[config.mk]
export PLATFORM = sky130hd
export DESIGN_NAME = bus_tx_port
export DESIGN_NICKNAME = d
export VERILOG_FILES = /design/src/rtl/nic8_bus_pkg.sv /design/src/rtl/bus_tx_port_fifo.sv /design/src/rtl/bus_tx_port.sv
export SDC_FILE = /design/constraint.sdc
export NUM_CORES = 1
export LEC_CHECK = 0
export ABC_AREA = 1
export BUFFER_PORTS_ARGS = -buffer_cell sky130_fd_sc_hd__buf_2
export CORE_ASPECT_RATIO = 1.2
export CORE_MARGIN = 5
export CORE_UTILIZATION = 50
export CTS_CLUSTER_SIZE = 40
export DETAILED_ROUTE_END_ITERATION = 6
export HOLD_SLACK_MARGIN = 0.03
export PLACE_DENSITY = 0.69
export SYNTH_ARGS = -nofsm -noshare
export SYNTH_HDL_FRONTEND = slang
export SYNTH_SLANG_ARGS = --single-unit
[constraint.sdc]
create_clock -name clk -period 3.1 [get_ports clk]
set_clock_uncertainty 0.15 [all_clocks]
set_input_delay 0.62 -clock clk [delete_from_list [all_inputs] [get_ports clk]]
set_output_delay 0.62 -clock clk [all_outputs]
set_load 0.01 [all_outputs]
[src/rtl/nic8_bus_pkg.sv]
// Shared definitions for the nic8 bus peripherals: transmitter FSM states,
// status-byte bit positions and default port addresses. Honours TX_PARITY_EN.
package nic8_bus_pkg;

    localparam logic [7:0] ADDR_DATA_DEF = 8'hFE;
    localparam logic [7:0] ADDR_STAT_DEF = 8'hFF;

    localparam int STAT_OVF   = 7;
    localparam int STAT_BUSY  = 6;
    localparam int STAT_FULL  = 5;
    localparam int STAT_EMPTY = 4;

    typedef enum logic [2:0] {
        ST_IDLE   = 3'd0,
        ST_START  = 3'd1,
        ST_DATA   = 3'd2,
`ifdef TX_PARITY_EN
        ST_PARITY = 3'd3,
`endif
        ST_STOP   = 3'd4
    } txState_t;

    // Bit 3 is reserved and always reads 0; bits 2:0 carry the FIFO count.
    function automatic logic [7:0] statusByte(input logic ovf, input logic busy,
                                              input logic full, input logic empty,
                                              input logic [2:0] count);
        logic [7:0] s;
        s              = {5'b0, count};
        s[STAT_OVF]    = ovf;
        s[STAT_BUSY]   = busy;
        s[STAT_FULL]   = full;
        s[STAT_EMPTY]  = empty;
        return s;
    endfunction

endpackage

[src/rtl/bus_tx_port_fifo.sv]
// tx_fifo4: 4-entry x 8-bit FIFO with combinational head. A push while full
// is taken only when a pop lands on the same edge.
module tx_fifo4 (
    input  logic       clk,
    input  logic       reset,
    input  logic       push,
    input  logic       pop,
    input  logic [7:0] dIn,
    output logic [7:0] dOut,
    output logic [2:0] count,
    output logic       full,
    output logic       empty
);

    logic [7:0] mem [4];
    logic [1:0] wrPtr, rdPtr;
    logic       pushAcc, popAcc;

    assign full    = (count == 3'd4);
    assign empty   = (count == 3'd0);
    assign popAcc  = pop && !empty;
    assign pushAcc = push && (!full || popAcc);
    assign dOut    = mem[rdPtr];

    // Storage carries no reset; only pointers and count define contents.
    always_ff @(posedge clk) begin
        if (pushAcc) mem[wrPtr] <= dIn;
    end

    always_ff @(posedge clk or posedge reset) begin
        if (reset) begin
            wrPtr <= 2'd0;
            rdPtr <= 2'd0;
            count <= 3'd0;
        end else begin
            if (pushAcc) wrPtr <= wrPtr + 2'd1;
            if (popAcc)  rdPtr <= rdPtr + 2'd1;
            count <= count + 3'(pushAcc) - 3'(popAcc);
        end
    end

endmodule

[src/rtl/bus_tx_port.sv]
// bus_tx_port: CPU-mapped byte transmitter (data port + status port) feeding
// an async serial line through a 4-deep FIFO. TX_PARITY_EN adds an even-parity bit.
module bus_tx_port
    import nic8_bus_pkg::*;
#(
    parameter logic [7:0]  ADDR_DATA    = ADDR_DATA_DEF,
    parameter logic [7:0]  ADDR_STAT    = ADDR_STAT_DEF,
    parameter int unsigned CLKS_PER_BIT = 4
) (
    input  logic       clk,
    input  logic       reset,
    input  logic       storeMemBar,
    input  logic       assertDev,
    input  logic [7:0] addr,
    input  logic [7:0] dbusIn,
    output logic [7:0] dbusOut,
    output logic       dbusDrive,
    output logic       tx
);

    localparam logic [7:0] TIMER_LAST = 8'(CLKS_PER_BIT - 1);

    txState_t   state, stateNext;
    logic       wrData, rdStat, pop, full, empty, overflow;
    logic       bitLast, bitStep, txBit;
    logic [2:0] count, bitIdx;
    logic [7:0] head, shiftReg, bitTimer;

    assign wrData = !storeMemBar && (addr == ADDR_DATA);
    assign rdStat = assertDev && (addr == ADDR_STAT);

    tx_fifo4 uFifo (
        .clk   (clk),
        .reset (reset),
        .push  (wrData),
        .pop   (pop),
        .dIn   (dbusIn),
        .dOut  (head),
        .count (count),
        .full  (full),
        .empty (empty)
    );

    // Setting beats clearing so an overflow is never lost to a concurrent read.
    always_ff @(posedge clk or posedge reset) begin
        if (reset)                        overflow <= 1'b0;
        else if (wrData && full && !pop)  overflow <= 1'b1;
        else if (rdStat)                  overflow <= 1'b0;
    end

    assign dbusDrive = rdStat;
    assign dbusOut   = rdStat ? statusByte(overflow, state != ST_IDLE, full, empty, count)
                              : 8'h00;

    assign bitLast = (bitTimer == TIMER_LAST);

    always_comb begin
        stateNext = state;
        pop       = 1'b0;
        txBit     = 1'b1;
        bitStep   = 1'b0;
        case (state)
            ST_IDLE: begin
                if (!empty) begin
                    pop       = 1'b1;
                    stateNext = ST_START;
                end
            end
            ST_START: begin
                txBit = 1'b0;
                if (bitLast) stateNext = ST_DATA;
            end
            ST_DATA: begin
                txBit = shiftReg[bitIdx];
                if (bitLast) begin
                    bitStep = 1'b1;
`ifdef TX_PARITY_EN
                    if (bitIdx == 3'd7) stateNext = ST_PARITY;
`else
                    if (bitIdx == 3'd7) stateNext = ST_STOP;
`endif
                end
            end
`ifdef TX_PARITY_EN
            ST_PARITY: begin
                txBit = ^shiftReg;
                if (bitLast) stateNext = ST_STOP;
            end
`endif
            ST_STOP: begin
                // Back-to-back frames: pop straight into START, no idle bit.
                if (bitLast) begin
                    if (!empty) begin
                        pop       = 1'b1;
                        stateNext = ST_START;
                    end else begin
                        stateNext = ST_IDLE;
                    end
                end
            end
            default: stateNext = ST_IDLE;
        endcase
    end

    assign tx = txBit;

    always_ff @(posedge clk or posedge reset) begin
        if (reset) begin
            state    <= ST_IDLE;
            bitTimer <= 8'd0;
            bitIdx   <= 3'd0;
            shiftReg <= 8'h00;
        end else begin
            state <= stateNext;
            // Timer restarts on every state entry and on each DATA bit boundary.
            if (stateNext != state || state == ST_IDLE || bitLast) bitTimer <= 8'd0;
            else                                                   bitTimer <= bitTimer + 8'd1;
            if (bitStep) bitIdx   <= bitIdx + 3'd1;
            if (pop)     shiftReg <= head;
        end
    end

endmodule

==> flow_metrics.py <==
metrics = {
    "cts": {
        "cts_tree": "yes",
        "cts_sinks": 62,
        "htree_levels": 3,
        "clk_latency_ns": 0.33,
        "cts_hold_buffers": 0,
        "cts_resized": 0,
        "cts_buffers": 9,
        "ctsLongestPathBuffers": 2,
        "path_clk_slew_ns": 0.07,
        "root_buffer": "clkbuf_8",
        "cts_setup_buffers": 0,
    },
    "sta": {
        "fin_crit_ns": 2.41,
        "hold_violations": 0,
        "finalSetupViolations": 0,
        "max-slew-margin-rel_pct": 55.8,
        "rsz0062_at_grt": "no",
        "drv_slew": 0,
        "setup_tns_ns": 0,
        "tightest_slew_ns": 0.663,
        "post-route-period-util_pct": 77.9,
        "max_freq_mhz": 414,
        "fin_hold_ws_ns": 0.222,
    },
    "die": {
        "die_area_um2": 7380,
        "initial_core_util_pct": 51.1,
        "rows": 30,
        "io_pins": 30,
        "core_area_um2": 5630,
        "die_width_um": 79.3,
        "die_h_um": 93.1,
    },
    "routing": {
        "vias": 1966,
        "drt_iter0_markers": 126,
        "drtAntennaViolNets": 0,
        "drc": 0,
        "routed_wl_um": 5270,
        "viasPerCell": 5.20,
        "post_drt_wl_per_cell_um": 13.9,
        "dr.pass1.iters": 4,
    },
    "logic_synthesis": {
        "synthArstFlopShare_pct": 48.4,
        "netlist.area_leader.share_pct": 33.4,
        "yosys_most_used_dff": "edfxtp_1",
        "yosysMostFrequentCell": "nor2_1",
        "synth_nets": 306,
        "synth-compound-area-share_pct": 7.48,
        "synthAdderAreaFrac_pct": 4.61,
        "synth_top_family_by_area": "simple AND/OR/NAND/NOR gates",
        "synth_xor_area_share_pct": 2.43,
        "ys_seq_area_share_pct": 59.5,
        "synth.avg_cell_area_um2": 10.4,
        "synthTopCellsByArea": "edfxtp_1 (33%), dfrtp_1 (26%), nor2_1 (6.8%), nand2_1 (5.5%), ha_1 (3.9%)",
        "ys_types": 36,
        "synth-warning-count": 0,
        "yosys.area_share.simple_pct": 19.5,
        "synth_common_cells": "nor2_1 (52), nand2_1 (42), edfxtp_1 (32), dfrtp_1 (30), inv_1 (26)",
        "ys_ff_latch": 62,
        "synth.largest_area_cell": "edfxtp_1",
        "synth.mux.area_fraction_pct": 0.782,
        "syn_inst": 276,
        "syn_area_um2": 2880,
        "synth_edf_count": 32,
    },
    "setup_path": {
        "required_ns": 3.17,
        "timing.reg2reg.setup_slack_ns": 0.69,
        "crit_fanout": 12,
        "path_cells": "ha_1 > nand2_1 > nor2_4 > inv_2 > nand2_4 > nand2_8 > inv_4 > ha_1 > inv_1 > ha_1 > fa_1 > xnor2_1",
        "crit_path_end_kind": "register",
        "max_stage_delay_ns": 0.40,
        "path_delay_family": "adder cells",
        "arrival_ns": 2.49,
        "crit_slowest_cell": "dfrtp_1",
        "crit_buf_inv": 3,
        "crit_top_cell": "ha_1",
        "cp-start-kind": "register",
        "crit_type": "register to register",
    },
    "status": {
        "status": "finished clean",
    },
    "global_route": {
        "grt_pass1_vias": 1926,
        "grt_first_pass_wirelength_um": 8980,
        "grt_max_degree": 19,
        "antenna_found_initial": 0,
        "grt_use_total_pct": 16.3,
        "grt.overflow.total": 0,
    },
    "layout": {
        "instances_no_fill": 378,
        "multi_input_area_um2": 1010,
        "ff_latch_area_um2": 1710,
        "nets": 339,
        "antenna_cells": 0,
        "nFillCells": 477,
        "area_growth_pct": 12.8,
        "drive_gt1_share_pct": 19.7,
    },
    "placed_design": {
        "dpl.hpwl_um": 4010,
        "dp_cells": 362,
        "gp_congestion": 0.860,
        "port_buffers": 28,
    },
    "flow_run": {
        "max_cap_violations": 0,
    },
    "power": {
        "p_clk_share_pct": 26.4,
        "switching_share_pct": 35.0,
        "finalPower_mw": 2.49,
        "powerDensity_nw_per_um2": 766,
        "pwr-share-comb_pct": 28.9,
        "switchingPower_mw": 0.870,
        "leakage_nw": 1.43,
        "power.internal_mw": 1.62,
        "pwr-share-seq_pct": 44.6,
        "ir_drop_v": 0.000404,
    },
    "worst_hold_path": {
        "hp-class": "input pin to asynchronous set/reset pin",
    },
}
-- metrics by stage --
step | worst slack (ns) | cell area [um^2] | utilization, %
2_1_floorplan | 0.703 | 2880 | -
3_3_place_gp | 0.620 | 3060 | 54.4
3_5_place_dp | 0.584 | 3060 | 54.4
4_1_cts | 0.661 | 3250 | 57.7
5_1_grt | 0.543 | 3250 | 57.7
6_report | 0.686 | 3250 | 57.7
-- worst paths after layout --
kind / cells after the start / end / from
worst max-delay path: 12 / uFifo.count[2] / bitTimer[0]
worst min-delay path: 2 / state[0] / reset
worst max register to register: 12 / uFifo.count[2] / bitTimer[0]
worst min register to register: 1 / bitTimer[0] / bitTimer[0]
max in group asynchronous: 3 / bitTimer[6] / reset
min in group clk: 1 / bitTimer[0] / bitTimer[0]
-- logic make-up after synthesis --
| family | count (synthesis) |
|---|---|
| simple gates | 122 |
| xor+xnor | 8 |
| other cells | 1 |
| flops | 62 |
| mux | 2 |
| fa+ha+maj | 10 |
| buf+inv | 37 |
| compound gates | 34 |
-- worst reg2reg max path, cell delays in order, from the launching register on --
cell and delay, ns:
dfrtp_1 0.40, ha_1 0.24, nand2_1 0.12, nor2_4 0.07
inv_2 0.07, nand2_4 0.06, nand2_8 0.12, inv_4 0.08
ha_1 0.27, inv_1 0.04, ha_1 0.18, fa_1 0.37
xnor2_1 0.13
-- power by group through the flow --
stage | clock network (mW) | logic, mW | registers, mW
floorplan | 0 | 0.656 | 1.07
global placement | 0 | 0.718 | 1.13
detailed placement | 0 | 0.730 | 1.13
CTS | 0.673 | 0.734 | 1.11
global route | 0.715 | 0.838 | 1.13
finish | 0.658 | 0.720 | 1.11
-- flip-flops by register name, summed over array words and instances (netlist names) --
name / cells
state: 3
uFifo.count: 3
overflow: 1
shiftReg: 8
uFifo.wrPtr: 2
bitTimer: 8
uFifo.mem: 32
uFifo.rdPtr: 2
bitIdx: 3
-- cell type report --
| type | instances | area share (%) |
|---|---|---|
| Tap cell | 64 | 2.47 |
| Clock buffer | 13 | 5.24 |
| Inverter | 30 | 3.54 |
| Multi-Input combinational cell | 177 | 31.0 |
| Timing Repair Buffer | 29 | 4.55 |
| Clock inverter | 3 | 0.539 |
| Sequential cell | 62 | 52.7 |
-- layer usage --
layer | share of wire (%) | track usage (%) | up-vias
li1 | - | - | 980
met1 | 42 | 19.5 | 947
met2 | 52 | 26.5 | 29
met3 | 3.3 | 5.01 | 10
met4 | 2.2 | 7.88 | 0
met5 | 0 | 0 | -
-- placed cells by master, fill, tap and decap left out, drive strengths merged, types with 3 or more instances in the layout --
master  netlist  layout
dfrtp        30      30
o21ai        19      19
nand2        46      46
xor2          6       6
a21oi         5       5
nor3          5       5
clkinv        1       3
o32ai         8       8
clkbuf        2      13
ha            9       9
buf           5      29
nand3        12      12
inv          29      29
edfxtp       32      32
nor2         57      57
No activity file was read; power rests on OpenSTA's default activity.
